### config.mk
export PLATFORM = sky130hd
export DESIGN_NAME = pipe_pc_unit_flat
export DESIGN_NICKNAME = d
export VERILOG_FILES = /design/src/rtl/pipe_pc_unit_if.sv /design/src/rtl/pipe_pc_unit.sv /design/src/flat_wrapper.sv
export SDC_FILE = /design/constraint.sdc
export NUM_CORES = 1
export LEC_CHECK = 0
export BUFFER_PORTS_ARGS = -buffer_cell sky130_fd_sc_hd__buf_2
export CORE_MARGIN = 1.5
export CORE_UTILIZATION = 57
export DETAILED_ROUTE_END_ITERATION = 10
export GPL_TIMING_DRIVEN = 0
export PLACE_DENSITY = 0.87
export SLEW_MARGIN = 20
export SYNTH_ARGS = -nofsm -noshare
export SYNTH_HDL_FRONTEND = slang
export SYNTH_SLANG_ARGS = --single-unit
### constraint.sdc
create_clock -name clk_i -period 3.95 [get_ports clk_i]
set_input_delay 0.5925 -clock clk_i [delete_from_list [all_inputs] [get_ports clk_i]]
set_output_delay 0.5925 -clock clk_i [all_outputs]
set_load 0.03 [all_outputs]
### src/rtl/pipe_pc_unit_if.sv
// -----------------------------------------------------------------------------
// pipe_pc_unit_if
// Bundles the control and address signals between the pipeline and the
// program-counter unit.
//
// Signals (direction as seen by the PC unit):
//   pc_write          in   1        1 = PC may advance, 0 = stall
//   pc_src            in   3        next-PC source select
//   br_taken          in   1        branch condition (used when pc_src = 001)
//   br_target         in   ADDR_W   branch target address
//   jt                in   ADDR_W-6 jump field
//   jr_target         in   ADDR_W   register-jump target
//   pc                out  ADDR_W   current PC
//   redirect_pending  out  1        a held redirect is waiting
//   flush             out  1        PC was loaded non-sequentially last edge
// With PIPE_PC_RAS_EN defined, the return-stack signals are added:
//   ras_push, ras_pop (in), ras_top (out, ADDR_W), ras_empty (out)
//
// Modports: master = pipeline side (drives requests), slave = PC unit.
// -----------------------------------------------------------------------------
interface pipe_pc_unit_if #(
  parameter int ADDR_W = 32
);
  logic              pc_write;
  logic [2:0]        pc_src;
  logic              br_taken;
  logic [ADDR_W-1:0] br_target;
  logic [ADDR_W-7:0] jt;
  logic [ADDR_W-1:0] jr_target;
  logic [ADDR_W-1:0] pc;
  logic              redirect_pending;
  logic              flush;
`ifdef PIPE_PC_RAS_EN
  logic              ras_push;
  logic              ras_pop;
  logic [ADDR_W-1:0] ras_top;
  logic              ras_empty;

  modport master (
    output pc_write, pc_src, br_taken, br_target, jt, jr_target,
    output ras_push, ras_pop,
    input  pc, redirect_pending, flush, ras_top, ras_empty
  );

  modport slave (
    input  pc_write, pc_src, br_taken, br_target, jt, jr_target,
    input  ras_push, ras_pop,
    output pc, redirect_pending, flush, ras_top, ras_empty
  );
`else
  modport master (
    output pc_write, pc_src, br_taken, br_target, jt, jr_target,
    input  pc, redirect_pending, flush
  );

  modport slave (
    input  pc_write, pc_src, br_taken, br_target, jt, jr_target,
    output pc, redirect_pending, flush
  );
`endif
endinterface

### src/rtl/pipe_pc_unit.sv
// -----------------------------------------------------------------------------
// pipe_pc_unit
// Program-counter unit for the pipelined CPU. Chooses the next PC from the
// sequential, branch, jump, register-jump, illegal-op and exception sources.
// Exceptions act even during a stall; other redirects requested during a
// stall are held (latest wins) and applied when the stall releases. A
// one-cycle flush pulse follows every non-sequential load.
//
// Ports:
//   clk_i    in  1   clock, rising edge
//   reset_i  in  1   asynchronous active-high reset
//   bus      slave modport of pipe_pc_unit_if (see that file for signals)
//
// Optional feature: define PIPE_PC_RAS_EN to add a circular return-address
// stack (RAS_DEPTH entries) driven by ras_push / ras_pop.
//
// Handshake: there is no valid/ready pair; pc_write is the only flow
// control. A request is taken on the rising edge it is presented at, except
// that redirects presented while pc_write=0 are captured and deferred.
// -----------------------------------------------------------------------------
module pipe_pc_unit #(
  parameter int          ADDR_W    = 32,
  parameter logic [31:0] RESET_VEC = 32'h8000_0000,
  parameter logic [31:0] ILLOP_VEC = 32'h8000_0004,
  parameter logic [31:0] XADR_VEC  = 32'h8000_0008,
  parameter int          INC       = 4,
  parameter int          RAS_DEPTH = 4
) (
  input  logic          clk_i,
  input  logic          reset_i,
  pipe_pc_unit_if.slave bus
);

  localparam int MSB = ADDR_W - 1;

  localparam logic [ADDR_W-1:0] RESET_V = RESET_VEC[ADDR_W-1:0];
  localparam logic [ADDR_W-1:0] ILLOP_V = ILLOP_VEC[ADDR_W-1:0];
  localparam logic [ADDR_W-1:0] XADR_V  = XADR_VEC[ADDR_W-1:0];
  localparam logic [ADDR_W-2:0] INC_V   = (ADDR_W-1)'(INC);

  localparam logic [2:0] SRC_SEQ   = 3'b000;
  localparam logic [2:0] SRC_BR    = 3'b001;
  localparam logic [2:0] SRC_JMP   = 3'b010;
  localparam logic [2:0] SRC_JR    = 3'b011;
  localparam logic [2:0] SRC_ILLOP = 3'b100;
  localparam logic [2:0] SRC_XADR  = 3'b101;

  logic [ADDR_W-1:0] pc_q, pc_d;
  logic [ADDR_W-1:0] pend_tgt_q, pend_tgt_d;
  logic              pend_v_q, pend_v_d;
  logic              flush_q, flush_d;

  logic [ADDR_W-1:0] seq_pc;
  logic [ADDR_W-1:0] jmp_pc;
  logic [ADDR_W-1:0] redir_tgt;
  logic              is_redir;
  logic              is_exc;
  logic [ADDR_W-1:0] exc_vec;
  logic              ld_jmp;
  logic              ld_jr;

  // The supervisor bit is excluded from the increment so sequential flow
  // can never cross privilege levels.
  assign seq_pc = {pc_q[MSB], pc_q[MSB-1:0] + INC_V};
  assign jmp_pc = {pc_q[MSB:MSB-3], bus.jt, 2'b00};

  assign is_exc  = (bus.pc_src == SRC_ILLOP) || (bus.pc_src == SRC_XADR);
  assign exc_vec = (bus.pc_src == SRC_XADR) ? XADR_V : ILLOP_V;

  always_comb begin
    is_redir  = 1'b0;
    redir_tgt = seq_pc;
    case (bus.pc_src)
      SRC_BR: begin
        is_redir  = bus.br_taken;
        redir_tgt = bus.br_taken ? bus.br_target : seq_pc;
      end
      SRC_JMP: begin
        is_redir  = 1'b1;
        redir_tgt = jmp_pc;
      end
      SRC_JR: begin
        is_redir  = 1'b1;
        redir_tgt = bus.jr_target;
      end
      default: begin
        is_redir  = 1'b0;
        redir_tgt = seq_pc;
      end
    endcase
  end

  always_comb begin
    pc_d       = pc_q;
    pend_tgt_d = pend_tgt_q;
    pend_v_d   = pend_v_q;
    flush_d    = 1'b0;
    ld_jmp     = 1'b0;
    ld_jr      = 1'b0;
    if (is_exc) begin
      // Exceptions win over stalls and discard any held redirect.
      pc_d     = exc_vec;
      pend_v_d = 1'b0;
      flush_d  = 1'b1;
    end else if (bus.pc_write) begin
      if (pend_v_q) begin
        pc_d     = pend_tgt_q;
        pend_v_d = 1'b0;
        flush_d  = 1'b1;
      end else begin
        pc_d    = redir_tgt;
        flush_d = is_redir;
        ld_jmp  = (bus.pc_src == SRC_JMP);
        ld_jr   = (bus.pc_src == SRC_JR);
      end
    end else if (is_redir) begin
      // Target is resolved now, from the stalled pc; a later redirect in
      // the same stall simply overwrites it.
      pend_tgt_d = redir_tgt;
      pend_v_d   = 1'b1;
    end
  end

  always_ff @(posedge clk_i or posedge reset_i) begin
    if (reset_i) begin
      pc_q       <= RESET_V;
      pend_tgt_q <= '0;
      pend_v_q   <= 1'b0;
      flush_q    <= 1'b0;
    end else begin
      pc_q       <= pc_d;
      pend_tgt_q <= pend_tgt_d;
      pend_v_q   <= pend_v_d;
      flush_q    <= flush_d;
    end
  end

  assign bus.pc               = pc_q;
  assign bus.redirect_pending = pend_v_q;
  assign bus.flush            = flush_q;

`ifdef PIPE_PC_RAS_EN
  localparam int PW = $clog2(RAS_DEPTH);
  localparam logic [PW:0] RAS_FULL = (PW+1)'(RAS_DEPTH);

  logic [ADDR_W-1:0] ras_mem_q [RAS_DEPTH];
  logic [PW-1:0]     sp_q;
  logic [PW:0]       cnt_q;
  logic              do_push;
  logic              do_pop;
  logic [PW-1:0]     sp_inc;

  assign do_push = (ld_jmp || ld_jr) && bus.ras_push;
  // Popping an empty stack is a no-op, so gate it here.
  assign do_pop  = ld_jr && bus.ras_pop && (cnt_q != '0);
  assign sp_inc  = sp_q + 1'b1;

  // sp_q indexes the top entry; the pointer wraps, so a push into a full
  // stack lands on the oldest entry.
  always_ff @(posedge clk_i or posedge reset_i) begin
    if (reset_i) begin
      sp_q  <= '1;
      cnt_q <= '0;
      for (int i = 0; i < RAS_DEPTH; i++) ras_mem_q[i] <= '0;
    end else if (do_push && do_pop) begin
      ras_mem_q[sp_q] <= seq_pc;
    end else if (do_push) begin
      sp_q              <= sp_inc;
      ras_mem_q[sp_inc] <= seq_pc;
      if (cnt_q != RAS_FULL) cnt_q <= cnt_q + 1'b1;
    end else if (do_pop) begin
      sp_q  <= sp_q - 1'b1;
      cnt_q <= cnt_q - 1'b1;
    end
  end

  assign bus.ras_empty = (cnt_q == '0);
  assign bus.ras_top   = (cnt_q == '0) ? '0 : ras_mem_q[sp_q];
`else
  // Load-kind decodes only feed the return stack.
  logic unused_ld;
  assign unused_ld = ld_jmp ^ ld_jr;
`endif

endmodule

### src/flat_wrapper.sv
// flat-port wrapper written by rule: the top's interface ports become plain ports
module pipe_pc_unit_flat 
#(
  parameter int          ADDR_W    = 32,
  parameter logic [31:0] RESET_VEC = 32'h8000_0000,
  parameter logic [31:0] ILLOP_VEC = 32'h8000_0004,
  parameter logic [31:0] XADR_VEC  = 32'h8000_0008,
  parameter int          INC       = 4,
  parameter int          RAS_DEPTH = 4
)
  (clk_i, reset_i, bus_pc_write, bus_pc_src, bus_br_taken, bus_br_target, bus_jt, bus_jr_target, bus_pc, bus_redirect_pending, bus_flush);
  pipe_pc_unit_if #(.ADDR_W(ADDR_W)) bus_i ();
  input  logic clk_i;
  input  logic reset_i;
  input wire logic [$bits(bus_i.pc_write)-1:0] bus_pc_write;
  input wire logic [$bits(bus_i.pc_src)-1:0] bus_pc_src;
  input wire logic [$bits(bus_i.br_taken)-1:0] bus_br_taken;
  input wire logic [$bits(bus_i.br_target)-1:0] bus_br_target;
  input wire logic [$bits(bus_i.jt)-1:0] bus_jt;
  input wire logic [$bits(bus_i.jr_target)-1:0] bus_jr_target;
  output wire logic [$bits(bus_i.pc)-1:0] bus_pc;
  output wire logic [$bits(bus_i.redirect_pending)-1:0] bus_redirect_pending;
  output wire logic [$bits(bus_i.flush)-1:0] bus_flush;
  assign bus_i.pc_write = bus_pc_write;
  assign bus_i.pc_src = bus_pc_src;
  assign bus_i.br_taken = bus_br_taken;
  assign bus_i.br_target = bus_br_target;
  assign bus_i.jt = bus_jt;
  assign bus_i.jr_target = bus_jr_target;
  assign bus_pc = bus_i.pc;
  assign bus_redirect_pending = bus_i.redirect_pending;
  assign bus_flush = bus_i.flush;
  pipe_pc_unit #(.ADDR_W(ADDR_W), .RESET_VEC(RESET_VEC), .ILLOP_VEC(ILLOP_VEC), .XADR_VEC(XADR_VEC), .INC(INC), .RAS_DEPTH(RAS_DEPTH)) u_core (.clk_i(clk_i), .reset_i(reset_i), .bus(bus_i));
endmodule
======== Yosys cells after proc, flatten, opt, wreduce, memory -nomap -nowiden ========
Cells that the tools add are included.
W data, S select, Z words.
storage, ports and cells
  flip-flop bits (word level) ............. 66
  output and inout bits ................... 34
operators by class
  $add $sub $neg .......................... 1
  eq/ne operators ......................... 5
  multiplexer cells ....................... 13
  bitwise gates (word level) .............. 2
  reduce and logical (&&, ||, !) cells .... 5
operators with widths
  kind                     count
  $mux W32                 4
  $pmux W32 S3             1
  $add A31 B3 Y31 const B  1
  $eq A3 B2 Y1 const B     2
  $eq A3 B3 Y1 const B     2
  $mux W1                  6
  $mux W4                  1
  $eq A3 B1 Y1 const B     1
  $reduce_and A3 Y1        1
  $reduce_bool A3 Y1       1
  $not A1 Y1               2
  $pmux W1 S2              1
  $reduce_bool A2 Y1       1
  $reduce_or A2 Y1         1
  $logic_or A1 B1 Y1       1

======== Logic depth before layout (Yosys ltp) ========
  depth in word-level cells ............... 6
  depth in mapped cells ................... 8
  gate-level depth less buffers ........... 6

======== Least setup slack after synthesis ========
Ideal clock, no wire load.
  path type ............................... reg2reg
  start point ............................. register u_core.pc_q[2] (netlist: u_core.bus.pc[2])
  end point ............................... register u_core.pc_q[30] (netlist: u_core.bus.pc[30])
  library setup time ...................... 0.120 ns
  data arrival time ....................... 2.000 ns
  data required time ...................... 3.830 ns
  slack ................................... 1.830 ns
  stages on the path, launching flop included .. 7
  period minus slack after synthesis ...... 2.120 ns
  cells stage by stage .................... dfrtp_1 -> ha_1 -> nand3_2 -> nor4_4 -> nand3_1 -> mux2_1 -> a31o_1
between the ends
  word-level cells in the longest chain between the ends .. 6
RTL lines
  what                    line                 RTL
  from (decl)             pipe_pc_unit.sv:48   logic [ADDR_W-1:0] pc_q, pc_d;
  from (signal assigned)  pipe_pc_unit.sv:131  pc_q <= pc_d;
  $add A31 B3 Y31 (*)     pipe_pc_unit.sv:64   assign seq_pc = {pc_q[MSB], pc_q[MSB-1:0] + INC_V};
  $mux W32                pipe_pc_unit.sv:76   redir_tgt = bus.br_taken ? bus.br_target : seq_pc;
  $pmux W32 S3 (*)        pipe_pc_unit.sv:73   case (bus.pc_src)
  $mux W32 (*)            pipe_pc_unit.sv:106  if (pend_v_q) begin
  $mux W32 (*)            pipe_pc_unit.sv:105  end else if (bus.pc_write) begin
  $mux W32 (*)            pipe_pc_unit.sv:100  if (is_exc) begin
Every way passes the cells marked *; elsewhere a longest branch is shown, timed or not. The select of a mux whose other input is x is not followed.
A chain may end at the register's enable or synchronous reset.

======== Worst setup path in the final report ========
  start point ............................. register u_core.pend_v_q (netlist: u_core.bus.redirect_pending)
  end point ............................... register u_core.pc_q[23] (netlist: u_core.bus.pc[23])
between the ends
  word-level cells in the longest chain between the ends .. 3
RTL lines
  what                    line                 RTL
  from (decl)             pipe_pc_unit.sv:50   logic pend_v_q, pend_v_d;
  from (signal assigned)  pipe_pc_unit.sv:133  pend_v_q <= pend_v_d;
  $mux W32                pipe_pc_unit.sv:106
  $mux W32                pipe_pc_unit.sv:105
  $mux W32                pipe_pc_unit.sv:100
No other way between the ends. The select of a mux whose other input is x is not followed.

==> results list <==
- The library cell used most frequently in the layout, excluding fill and tap cells, is buf_2.
* Worst path arrival time: 2840 ps
* Slowest stage cell, crit path: clkbuf_1
- Synthesis-to-layout area growth: 22.4%
- CTS Buf Count: 9
- Length of routed met3 wiring: slightly below 2000 um
- Sum of negative setup slack: 0 ps
- Area after DPL: 5210 um2
- Gates resized during post-CTS repair numbered 0.
* Uppermost signal routing layer after detailed routing: met4
- CTS tree: done
- Crit path capture type: register
* Fraction of the cycle the final worst path needs: 0.665
- STA puts the critical path data required time at roughly 4200 ps.
- The floorplan step defined a die boundary enclosing 8290 um2.
- Starting DRC count in detailed routing: ~650
- At the end of the flow, the number of nets in the layout was 762.
- Routed via count: just over 5k
- The cell count after synthesis came out at 523.
- The worst hold path belongs to the class primary input to async pin.
- The number of pins exceeding their max-slew limit in the final report is 0.
* Maximum operating frequency: 0.381 GHz
* Number of top-level pins: 131
* Overall routing resource usage: 0.376
- Dividing total power by cell area gives a power density of 403 nW/um2.
- Global-route wire length before repair: 24,200 um
- Setup repair after global routing left no endpoint under its margin.
- Biggest fanout along the worst timing path: 10
- For this run, the leading register cell type out of synthesis is dfrtp_1.
- Routability-driven placement finished with a final weighted congestion of ~0.96.
- For this configuration, the core starts out at a cell density of 0.600.
* Crit path launch type: register
- OpenSTA, run right after detailed placement, puts the worst setup slack at approximately 1300 ps.
- Number of H-tree branching levels: 3
- Input and output buffers added on the ports amount to 128.
- In the final layout, the share of cells above drive strength 1 is 0.273.
- Summing every instance area after synthesis gives between 4000 and 5000 um2.
- Synth top area share: 0.368
* Post-synthesis net count: 622
- Top cells by area, synth: dfrtp_1 37%, mux2i_1 7.2%, nor2_1 7.2%
- Run status: complete, no violations
- Final-report hold violation count: 0
- Cell Chain, Critical Path: clkbuf_1 > inv_1 > clkbuf_1 > clkbuf_1 > nand2_1 > a32oi_1 > nand3_1
* Flop-to-flop setup slack: 1320 ps
* Total number of placement rows: 31
- Vias in the first global route: 4,766
- Summed over all cells, the static leakage comes to 2.51 nW.
* Total non-filler cell area in the finished layout: ~5400 um2
- Hold bufs inserted after CTS: 0
* Path type of the worst setup path: register to register
- Sequential fraction of the synthesis area: 0.374
- Mean Syn Cell Area: 8.45 um2
* Synth cell types: 66
- TritonRoute pass-1 iters: 5
- The tool flagged a number of max-cap violations equal to 0.
* Met2 Routed Length: 7320 um
- Number of storage elements in the synthesis netlist: 66
- The largest total area in the synthesized netlist belongs to dfrtp_1.
* Warnings, synthesis: 0
- After detailed routing, the wire length on met1 is 5680 um.
- Cell chosen for the clock root: clkbuf_8
* Core region area: 7370 um2
* Commonest cells after routing, fill and taps aside: 141 x buf_2, 85 x nor2_1, 65 x dfrtp_1, 59 x a21oi_1, 33 x nand2_1
- In the final routed layout, each cell accounts on average for 20.3 um.
* Max Root-Sink Buffers: 2
- In this run the critical register-to-register path is captured at u_core.bus.pc[23].
- Fraction of registers with async set or reset after synthesis: 1.00
- Depth of the most critical reg-to-reg path: 7
* Clock slew at the register clock pins of the worst setup and hold paths: about 80 ps
- The cell that appears most often on the critical path is clkbuf_1.
- Count of unresolved DRC violations after routing: 0
- Antenna violations before repair: 0
- The clock reaches the later pin of the worst-skew pair after 340 ps.
* Clock sink count: 66
- Once detail routing completed, the nets flagged for antenna violations numbered 0.
* Antenna diode instance count: 0
- Power comes to between 2 and 2.5 mW.
* Worst-margin pin slew: 956 ps
- Entering global routing, the biggest net connects 42 pins.
- Count of flip-flops with a built-in enable after synthesis: 0
- Half-perimeter wire length of the detailed placement result: 11,000 um
- The clock arrives with 8.72 ps of skew.
- The total overflow left after global routing is 0.
- The worst register-to-register path begins at u_core.bus.redirect_pending.
- In this run the post-CTS setup repair buffer count came out at 0.
* Setup violators final: 0
* Worst vdd ir: 0.246 mV
* Smallest hold slack: 221 ps
* Highest cell delay on the worst timing path: 550 ps
* Vias per cell: about 6.6
- The worst pin sits at a relative slew slack of 0.360.
* Die Height: 91.1 um
- Post-detailed-routing wire length: 15,600 um
- Final critical delay including setup and external delays: 2630 ps
- In the post-route analysis, the smallest setup slack over all paths is 1320 ps.
- The die is 91.1 um wide.
cells in the mapped netlist (all sizes together), types with 5 or more instances:
| master | number |
|---|---|
| a211o | 5 |
| a21oi | 60 |
| a31oi | 8 |
| buf | 17 |
| clkbuf | 22 |
| dfrtp | 65 |
| inv | 9 |
| mux2 | 9 |
| mux2i | 32 |
| nand2 | 33 |
| nand2b | 10 |
| nand3 | 22 |
| nand4 | 13 |
| nor2 | 85 |
| nor3 | 6 |
| nor4 | 5 |
| o211ai | 6 |
| o21ai | 26 |
| o31ai | 9 |
| xnor2 | 6 |
| xor2 | 6 |
worst max path at each step:
stage                                           start  cells past startpoint  slack (ps)                     to
final                     u_core.bus.redirect_pending                      7        1320      u_core.bus.pc[23]
after global routing      u_core.bus.redirect_pending                      7        1290      u_core.bus.pc[23]
after CTS                 u_core.bus.redirect_pending                      7        1420      u_core.bus.pc[23]
after detailed placement                bus_pc_src[2]                      6        1290  u_core.pend_tgt_q[13]
after global placement                        reset_i                      2         890      u_core.bus.pc[17]
after floorplan                               reset_i                      1        1700       u_core.bus.flush
cell type report:
class / count / area (um2)
plain buffers: 39 / 170
clock buffers: 13 / 169
clock inverters: 2 / 35.0
fillers: 569 / 1960
inverters: 9 / 36.3
multi-input cells: 409 / 2560
flip-flops and latches: 66 / 1650
well taps: 99 / 124
repair buffers: 129 / 661
flip-flops by register name, summed over array words and instances (netlist names):
register and cells:
u_core.bus.flush 1, u_core.pend_tgt_q 32, u_core.bus.redirect_pending 1, u_core.bus.pc 32
stage by stage:
| step | utilization | instances |
|---|---|---|
| 6_report | 0.734 | 766 |
| 5_1_grt | 0.734 | 766 |
| 4_1_cts | 0.734 | 766 |
| 3_5_place_dp | 0.707 | 751 |
| 3_3_place_gp | 0.704 | 750 |
| 2_1_floorplan | - | 523 |
routing by layer:
layer	vias to the layer above	GRT usage
met4	0	0.194
met5	-	0
met1	2395	0.479
li1	2194	-
met3	63	0.0570
met2	413	0.616
critical path: cells and delay by family, from the launching register on:
| kind | cells | cell delay, ps |
|---|---|---|
| AOI/OAI and AO/OA | 1 | 230 |
| buffers and inverters | 4 | 1650 |
| DFF | 1 | 400 |
| and+or+nand+nor | 2 | 200 |
cell families after synthesis:
| logic type | after synthesis | share of synthesized area |
|---|---|---|
| DFF | 66 | 0.374 |
| and+or+nand+nor | 202 | 0.237 |
| xor gates and xnor gates | 12 | 0.0238 |
| muxes | 41 | 0.0954 |
| AOI/OAI and AO/OA | 152 | 0.219 |
| adders and majority gates | 2 | 0.00566 |
| buffers and inverters | 48 | 0.0461 |
power by group:
group	internal [mW]	leakage, nW	switching (mW)
Clock	0.340	0.106	0.268
Combinational	0.243	1.59	0.403
Sequential	0.790	0.811	0.140
Power figures use the tool's default switching activity.
